$ cat config.mk
export PLATFORM = sky130hd
export DESIGN_NAME = cpu_bus_fabric
export DESIGN_NICKNAME = d
export VERILOG_FILES = /design/src/rtl/cpu_bus_fabric.sv
export SDC_FILE = /design/constraint.sdc
export NUM_CORES = 1
export LEC_CHECK = 0
export CAP_MARGIN = 20
export CORE_MARGIN = 3
export CORE_UTILIZATION = 36
export CTS_CLUSTER_DIAMETER = 150
export DETAILED_ROUTE_END_ITERATION = 10
export GPL_ROUTABILITY_DRIVEN = 0
export MAX_ROUTING_LAYER = met4
export PLACE_DENSITY = 0.78
export SYNTH_ARGS = -nofsm -noshare
export SYNTH_HDL_FRONTEND = slang
export SYNTH_SLANG_ARGS = --single-unit
$ cat constraint.sdc
create_clock -name cpu_clk_in -period 2.26 [get_ports cpu_clk_in]
set_input_delay 0.678 -clock cpu_clk_in [delete_from_list [all_inputs] [get_ports cpu_clk_in]]
set_output_delay 0.678 -clock cpu_clk_in [all_outputs]
set_load 0.03 [all_outputs]
$ cat src/rtl/cpu_bus_fabric.sv
// cpu_bus_fabric
// CPU-side bus fabric: priority read-data mux over enable-qualified slaves
// with RAM fallback, plus a page-to-register sprite DMA engine that halts
// the CPU through RDY.
//
// Ports
//   cpu_clk_in        CPU clock, all state on rising edge
//   rst_n_in          synchronous active-low reset
//   cpu_read_in       CPU read strobe
//   cpu_write_in      CPU write strobe
//   cpu_address_in    CPU address
//   cpu_data_in       CPU write data
//   slave_data_en_in  per-slave read-data valid (bit 0 highest priority)
//   slave_data_in     packed slave read data, slave i at [i*DATA_WIDTH +: DATA_WIDTH]
//   ram_data_in       RAM read data, used when no slave enable is high
//   cpu_data_out      read data to CPU
//   bus_read_out      read strobe to slaves/RAM
//   bus_write_out     write strobe to slaves/RAM
//   bus_address_out   address to slaves/RAM
//   bus_data_out      write data to slaves/RAM
//   cpu_rdy_out       CPU ready, low while DMA owns the bus
//   dma_active_out    high whenever the DMA engine is not idle
//
// state | meaning
// IDLE  | CPU owns the bus, strobes/address/data pass straight through
// HALT  | first DMA cycle, CPU stalled, bus quiet
// ALIGN | extra quiet cycle so every READ lands on parity 0
// READ  | read source byte at {page, index}, latch it at the edge
// WRITE | write latched byte to DMA_DEST_ADDR, advance or finish
module cpu_bus_fabric #(
    parameter int                    NUM_SLAVES    = 4,
    parameter int                    DATA_WIDTH    = 8,
    parameter int                    ADDR_WIDTH    = 16,
    parameter logic [ADDR_WIDTH-1:0] DMA_REG_ADDR  = 16'h4014,
    parameter logic [ADDR_WIDTH-1:0] DMA_DEST_ADDR = 16'h2004,
    parameter int                    DMA_LENGTH    = 256
) (
    input  logic                             cpu_clk_in,
    input  logic                             rst_n_in,
    input  logic                             cpu_read_in,
    input  logic                             cpu_write_in,
    input  logic [ADDR_WIDTH-1:0]            cpu_address_in,
    input  logic [DATA_WIDTH-1:0]            cpu_data_in,
    input  logic [NUM_SLAVES-1:0]            slave_data_en_in,
    input  logic [NUM_SLAVES*DATA_WIDTH-1:0] slave_data_in,
    input  logic [DATA_WIDTH-1:0]            ram_data_in,
    output logic [DATA_WIDTH-1:0]            cpu_data_out,
    output logic                             bus_read_out,
    output logic                             bus_write_out,
    output logic [ADDR_WIDTH-1:0]            bus_address_out,
    output logic [DATA_WIDTH-1:0]            bus_data_out,
    output logic                             cpu_rdy_out,
    output logic                             dma_active_out
);

    localparam int IDX_W = (DMA_LENGTH > 1) ? $clog2(DMA_LENGTH) : 1;
    localparam logic [IDX_W-1:0] IDX_LAST = IDX_W'(DMA_LENGTH - 1);

    typedef enum logic [2:0] {
        S_IDLE,
        S_HALT,
        S_ALIGN,
        S_READ,
        S_WRITE
    } state_t;

    state_t                  state_q, state_d;
    logic                    parity_q;
    logic [IDX_W-1:0]        index_q, index_d;
    logic [7:0]              page_q, page_d;
    logic [DATA_WIDTH-1:0]   latch_q, latch_d;
    logic [DATA_WIDTH-1:0]   mux_data;
    logic [15:0]             dma_src;
    logic                    trigger;

    // Walk from lowest priority to highest so the lowest enabled index wins.
    always_comb begin
        mux_data = ram_data_in;
        for (int i = NUM_SLAVES - 1; i >= 0; i--) begin
            if (slave_data_en_in[i]) begin
                mux_data = slave_data_in[i*DATA_WIDTH +: DATA_WIDTH];
            end
        end
    end

    assign cpu_data_out = mux_data;

    // Index is zero-extended into the low byte so it never reaches the page.
    assign dma_src = {page_q, 8'(index_q)};
    assign trigger = cpu_write_in && (cpu_address_in == DMA_REG_ADDR);

    always_ff @(posedge cpu_clk_in) begin
        if (!rst_n_in) begin
            state_q  <= S_IDLE;
            parity_q <= 1'b0;
            index_q  <= '0;
            page_q   <= '0;
            latch_q  <= '0;
        end else begin
            state_q  <= state_d;
            parity_q <= ~parity_q;
            index_q  <= index_d;
            page_q   <= page_d;
            latch_q  <= latch_d;
        end
    end

    always_comb begin
        state_d         = state_q;
        index_d         = index_q;
        page_d          = page_q;
        latch_d         = latch_q;
        bus_read_out    = 1'b0;
        bus_write_out   = 1'b0;
        bus_address_out = '0;
        bus_data_out    = '0;
        cpu_rdy_out     = 1'b0;
        dma_active_out  = 1'b1;

        unique case (state_q)
            S_IDLE: begin
                cpu_rdy_out     = 1'b1;
                dma_active_out  = 1'b0;
                bus_read_out    = cpu_read_in;
                bus_write_out   = cpu_write_in;
                bus_address_out = cpu_address_in;
                bus_data_out    = cpu_data_in;
                if (trigger) begin
                    page_d  = cpu_data_in[7:0];
                    index_d = '0;
                    state_d = S_HALT;
                end
            end
            S_HALT: begin
                // Parity flips at this edge, so parity 1 now means READ on parity 0.
                state_d = parity_q ? S_READ : S_ALIGN;
            end
            S_ALIGN: begin
                state_d = S_READ;
            end
            S_READ: begin
                bus_read_out    = 1'b1;
                bus_address_out = ADDR_WIDTH'(dma_src);
                latch_d         = mux_data;
                state_d         = S_WRITE;
            end
            S_WRITE: begin
                bus_write_out   = 1'b1;
                bus_address_out = DMA_DEST_ADDR;
                bus_data_out    = latch_q;
                if (index_q == IDX_LAST) begin
                    index_d = '0;
                    state_d = S_IDLE;
                end else begin
                    index_d = index_q + 1'b1;
                    state_d = S_READ;
                end
            end
            default: begin
                state_d = S_IDLE;
            end
        endcase
    end

endmodule

### Word level (Yosys, flattened, before mapping)

Index checks and enable logic that the tools add are counted.

* bits in registers: 28
* bits in latches: 0
* bits in writable memories: 0
* ROM bits: 0
* bits of input ports: 72
* output and inout port bits: 36
* logic and storage cells: 36
* memories: 0

* $add $sub $neg: 1
* $mul: 0
* divide/modulo/power cells: 0
* $lt $le $gt $ge: 0
* equality and inequality tests: 7
* shifts and indexed selects: 0
* muxes and demuxes: 17
* bitwise operators: 1
* reductions and logical operators: 5

Operator list (number)
* $mux W8: 6
* $pmux W16 S3: 1
* $pmux W8 S2: 2
* $eq A16 B15 Y1 const B: 1
* $pmux W3 S5: 1
* $add A8 B1 Y8 const B: 1
* $eq A8 B8 Y1 const B: 1
* $eq A3 B2 Y1 const B: 2
* $pmux W1 S2: 2
* $reduce_and A2 Y1: 2
* $eq A3 B1 Y1 const B: 1
* $eq A3 B3 Y1 const B: 1
* $logic_not A3 Y1: 1
* $mux W1: 3
* $mux W3: 1
* $mux W2: 1
* $ne A2 B2 Y1 const B: 1
* $reduce_bool A2 Y1: 1
* $logic_and A1 B1 Y1: 1
* $not A1 Y1: 1

### Depth between registers and ports, before layout

Gate-level depths: netlist of run 1.

* depth in word-level cells: 4
* depth in mapped cells: 7
* gate-level depth less buffers: 5

### Worst setup path before layout of run 1

OpenSTA, ideal clock, no wires.

* path type: input to output
* from: in slave_data_en_in[0]
* to: out cpu_data_out[0]
* arrival time: 1.944 ns
* required time: 1.582 ns
* path slack: -0.362 ns
* cell stages on the path: 3
* buffers on the path: 2
* cells stage by stage: clkbuf_1 > clkbuf_1 > mux2i_1

* cells in the longest elaborated chain, start to end: 1

Ends and longest elaborated chain
* from (decl): line 44 `input logic [NUM_SLAVES-1:0] slave_data_en_in,`
* $mux W8: line 80 `if (slave_data_en_in[i]) begin`
* to (decl): line 47 `output logic [DATA_WIDTH-1:0] cpu_data_out,`

No other way between the ends.

### Worst setup path in the final report of run 1

* from: in cpu_address_in[10]
* to: out bus_address_out[10]

* cells in the longest elaborated chain, start to end: 1

Ends and longest elaborated chain
* from (decl): line 42 `input logic [ADDR_WIDTH-1:0] cpu_address_in,`
* $pmux W16 S3: line 120 `unique case (state_q)`
* to (decl): line 50 `output logic [ADDR_WIDTH-1:0] bus_address_out,`

No other way between the ends.

==> results of run 1 <==
layout make-up:
type / instances / area [um^2] / area share (%)
Multi-Input combinational cell: 187 / 1580 / 42.0
Sequential cell: 28 / 572 / 15.2
Clock buffer: 3 / 41.3 / 1.10
Tap cell: 70 / 87.6 / 2.33
Inverter: 10 / 37.5 / 0.998
Clock inverter: 1 / 30.0 / 0.799
Timing Repair Buffer: 148 / 1410 / 37.6
sequential cells by signal, indices dropped and copies added (netlist names):
register and cells:
index_q 8, latch_q 8, page_q 8, parity_q 1, state_q 3
power by group through the flow:
| stage | Sequential (uW) | Clock, uW | Combinational, uW |
|---|---|---|---|
| 2_1_floorplan | 506 | 0 | 211 |
| 5_1_grt | 492 | 426 | 584 |
| 3_3_place_gp | 506 | 0 | 475 |
| 6_report | 491 | 400 | 559 |
| 4_1_cts | 495 | 403 | 529 |
| 3_5_place_dp | 506 | 0 | 478 |
kinds of logic after synthesis:
logic type	Yosys count	share of synthesized area (%)
adders and majority gates	1	0.623
DFF	28	27.9
buffers and inverters	35	7.48
xor gates and xnor gates	1	0.436
AOI/OAI and AO/OA	81	29.1
muxes	24	12.0
and+or+nand+nor	80	22.5
repair_timing:
action,4_1_cts,5_1_grt
cloned,2,0
gates resized for setup,107,32
buffers inserted,7,1
pin swaps,12,7
setup endpoints to repair,32,29
metal layers:
layer / wire length, um / track usage [%] / up-vias
met2: 4180 / 42.1 / 118
met3: 612 / 4.15 / 16
met5: 0 / - / -
met1: 2990 / 26.6 / 1172
li1: - / - / 1217
met4: 188 / 9.46 / 0
final timing paths:
kind / start / slack, ps / depth (start not counted) / to
hold reg to reg: parity_q / 420 / 1 / parity_q
setup reg to reg: state_q[2] / 310 / 6 / index_q[5]
hold / removal: parity_q / 420 / 1 / parity_q
setup / recovery: cpu_address_in[10] / -4 / 3 / bus_address_out[10]
per-stage QoR:
stage / std cells / power [uW] / util (%) / setup slack [ps]
after floorplan: 250 / 717 / - / 13.5
after global placement: 436 / 981 / 64.8 / -521
after detailed placement: 436 / 985 / 64.8 / -618
after CTS: 446 / 1430 / 69.8 / -28.2
after global routing: 447 / 1500 / 71.8 / -37.2
final: 447 / 1450 / 71.8 / -3.98
cell usage after synthesis (2+ instances only):
cell type  number  area (um^2)
dfxtp_1        28          561
nand2_1        28          105
mux2i_1        24          240
a22o_1         22          193
clkbuf_1       18         67.6
nand4_1        17          106
a21oi_1        15         75.1
o21ai_0        13         65.1
o21ai_1        10         50.1
inv_1           8         30.0
nor2_1          8         30.0
o221ai_1        8         70.1
nand3_1         5         25.0
nor3_1          5         25.0
buf_2           3         15.0
nor4b_1         3         26.3
and3_1          2         12.5
buf_1           2         7.51
buf_6           2         22.5
inv_2           2         7.51
o211ai_1        2         15.0
o21a_1          2         15.0
or4_1           2         15.0
==> metrics.txt, run 1 <==
Leak=0.00154 uW; cells after synthesis=250; CP required=1580 ps; critical path fanouts, max=3; Die Wd=80.7 um; vias in the first global route=2586; Max Cap Violations=0; slowest CP cell=clkdlybuf4s50_1; global route total overflow=0; clk root buf=clkbuf_8; GRT Overall Usage=23.9%; die footprint=6510 um^2; Critical Path, Cell by Cell=clkdlybuf4s50_1, a22o_1, buf_4; CTS tree=built; Rows=26; clk_skew=12.0 ps; Layout area overhead=87.3%; crit path kind=in -> out; Post-Syn Area per Cell=8.03 um^2; failing checks=negative setup slack; Max VDD drop=0.000320 V; initial antenna violation count=0; htree depth=1; Yosys warnings=0; Vias=2523; minimum clock period=2260 ps; CP Capture Type=output pin; Fillers=400; Synth Register Bits=28; number of CTS-inserted buffers=3; ant diodes=0; post-route DRC violation count=0; Int Pwr=1030 uW; Core Area=5240 um^2; I/O pin count=108; CP delay by family, top=buffers and inverters; worst setup margin=-3.98 ps; Final Cell Area=3760 um^2; worst hold slack=423 ps; most frequent cells in the layout=buf_4, clkdlybuf4s50_1, nand2_1; Setup crit start kind=primary input; Worst Hold Class=reg -> reg; DP HPWL=5480 um; largest net degree at the start of global routing=28; crit path buf inv count=2; Routed Antenna Nets=0; relative slew slack=74.8%; Post-synth EDFFs=0; Worst Max-Slew Pin Slew=372 ps; switching share of power=28.9%; wire per inst=17.8 um; Async SR Flop Fraction=0%; CP max stage delay=470 ps; Main synth FF type=dfxtp_1; Setup-failing EPs final=3; later-pin clock latency in the skew report=280 ps; Reg power frac=33.9%; final setup TNS=-8.58 ps; clock sink total=28; Final period util=100%; CTS Hold Bufs=0; clk buf depth=2; RSZ-0062 raised after global routing=true; final hold vios=0; crit path DAT=1590 ps; PD cells=386 nW/um^2; Final Max Slew Viols=0; TritonRoute pass-1 iters=4; Via density=5.64; syn nets=323; number of DRC markers in iteration 0=118; layout cell share with drive strength beyond 1=34.0%; sequential fraction of the synthesis area=27.9%; clock slew at reported path FFs=90 ps; Die Span Y=80.7 um; status=complete, but fails checks; Comb power frac=38.6%; Area after DPL=3400 um^2; Clock power frac=27.6%; Switch Pwr=419 uW; Cell variety after synth=44; nets=451; detailed-route wire length=7970 um; synthesized area=2010 um^2; Initial Util=38.3%; commonest non-fill, non-tap cell in the layout=buf_4; Port Buffers=107; f_max=442 MHz; first-pass GRT wire length=11800 um
Note: power is estimated with default switching activity, not from simulation.
==> run 2, diff against run 1 <==
PLACE_DENSITY = not set   (was 0.78)
PLACE_DENSITY_LB_ADDON = 0.15   (was not set)
==> run 2 against run 1 <==
The flow now finishes without violations. Total power shrank 6.5%. Sequential share of layout area decreased by 0.17 points. Clock power down 23%. Register-to-register slack improved by 140 ps. Count of clock-buffer cells in the layout rose by 1. Sequential power rose by 0.8%. Worst setup slack better by 4.2 ps. Hold slack worse by 1.8 ps. First-iteration DRC count rose by 16%. Die area did not move. Non-clock buffer count up 7. Critical path type unchanged. Critical endpoint is now cpu_data_out[6].
==> metrics.txt, run 2 (synthesis results as in run 1) <==
status=finished clean; Util after Layout=71.6%; clock sink total=28; wire per inst=15.6 um; met1 usage=25.5%; crit path kind=in -> out; Initial Util=38.3%; Power Total=1360 uW; Worst setup startpoint=slave_data_en_in[3]; vias in the first global route=2498; most frequent cells in the layout=buf_4, clkdlybuf4s50_1, nand2_1; Layout area overhead=87.0%; clock slew at reported path FFs=90 ps; global-route met2 utilization=39.5%; biggest regs=index_q: 8 flops, latch_q: 8 flops, page_q: 8 flops; Clock power frac=22.9%; largest net degree at the start of global routing=33; Top Usage Layer GRT=met2; number of CTS-inserted buffers=3; Reg power frac=36.5%; critical path endpoint=cpu_data_out[6]; first-pass GRT wire length=11200 um; relative slew slack=75.7%; ant diodes=0; met3 usage=4.04%; DP HPWL=5180 um; TritonRoute pass-1 iters=4; switching share of power=29.3%; initial antenna violation count=0; Setup-failing EPs final=0; Worst Hold Class=reg -> reg; final std cells w/o fill=454; clk root buf=clkbuf_8; Int Pwr=959 uW; Leak=0.00159 uW; worst hold slack=421 ps; Fillers=418; Port Buffers=107; Die Span Y=80.7 um; R2R Setup Slk=450 ps; nets=458; CP required=1580 ps; crit path buf inv count=3; Die Wd=80.7 um; CTS tree=built; I/O pin count=108; Vias=2496; htree depth=1; Final period util=100%; r2r startpoint=state_q[2]; Rows=26; f_max=443 MHz; Max VDD drop=0.000283 V; PD cells=361 nW/um^2; crit path DAT=1580 ps; CP delay by family, top=buffers and inverters; GRT Overall Usage=22.1%; Max Cap Violations=0; CP Capture Type=output pin; Comb power frac=40.6%; detailed-route wire length=7090 um; CP max stage delay=150 ps; critical path fanouts, max=8; clk buf depth=2; commonest non-fill, non-tap cell in the layout=buf_4; worst reg2reg path endpoint=index_q[5]; layout cell share with drive strength beyond 1=33.3%; slowest CP cell=buf_4; post-placement cell count=436; Routed Antenna Nets=0; final hold vios=0; RSZ-0062 raised after global routing=true; CP Depth=7; later-pin clock latency in the skew report=280 ps; clk_skew=1.87 ps; post-route DRC violation count=0; Via density=5.50; Switch Pwr=397 uW; global route total overflow=0; final setup TNS=0 ps; minimum clock period=2260 ps; Critical Path, Cell by Cell=buf_12, mux2i_2, o21ai_2, mux2i_1, buf_4, mux2i_4, buf_6; Core Area=5240 um^2; die footprint=6510 um^2; Setup crit start kind=primary input; Final Max Slew Viols=0; number of DRC markers in iteration 0=137; Worst Max-Slew Pin Slew=359 ps; R2R depth=5
[run 2: metal layers]
| layer | routed length (um) | up-vias | share of wire (%) |
|---|---|---|---|
| li1 | - | 1232 | - |
| met1 | 2900 | 1160 | 41 |
| met2 | 3510 | 98 | 50 |
| met3 | 585 | 6 | 8.3 |
| met4 | 87 | 0 | 1.2 |
| met5 | 0 | - | 0 |
[run 2: final cells by class]
type / count / area, um^2 / area share (%)
Sequential cell: 28 / 564 / 15.0
Clock buffer: 4 / 55.1 / 1.47
Inverter: 10 / 37.5 / 1.00
Timing Repair Buffer: 155 / 1490 / 39.6
Tap cell: 70 / 87.6 / 2.33
Multi-Input combinational cell: 187 / 1520 / 40.5
[run 2: worst register-to-register path, delay by kind of cell (launching register included)]
| family | cells | cell delay, ps |
|---|---|---|
| AND/OR/NAND/NOR | 1 | 410 |
| buffers and inverters | 1 | 180 |
| flip-flops | 1 | 420 |
| AO/OA/AOI/OAI | 3 | 740 |
[run 2: worst min path at each step]
stage	from	endpoint	slack [ps]	depth (start not counted)
after global placement	parity_q	parity_q	410	1
after global routing	parity_q	parity_q	450	1
after floorplan	parity_q	parity_q	390	1
after CTS	parity_q	parity_q	420	1
after detailed placement	parity_q	parity_q	410	1
final	parity_q	parity_q	420	1
[run 2: repair_timing]
| action | 4_1_cts | 5_1_grt |
|---|---|---|
| endpoints found under the setup margin | 34 | 34 |
| hold buffers | 0 | 0 |
| pin swaps | 16 | 6 |
| cloned | 2 | 0 |
| gates resized for setup | 97 | 28 |
| setup buffers | 15 | 2 |
[run 2: metrics by stage]
stage / area (um^2) / setup WS, ps
finish: 3750 / 0.187
global route: 3750 / -53.5
CTS: 3680 / -1.42
detailed placement: 3400 / -569
global placement: 3400 / -522
floorplan: 2120 / 13.5
[run 2: power groups by stage]
stage	Clock, uW	Sequential [uW]	Combinational [uW]
after floorplan	0	506	211
after global placement	0	506	474
after detailed placement	0	506	477
after CTS	314	495	538
after global routing	327	495	582
final	310	495	551
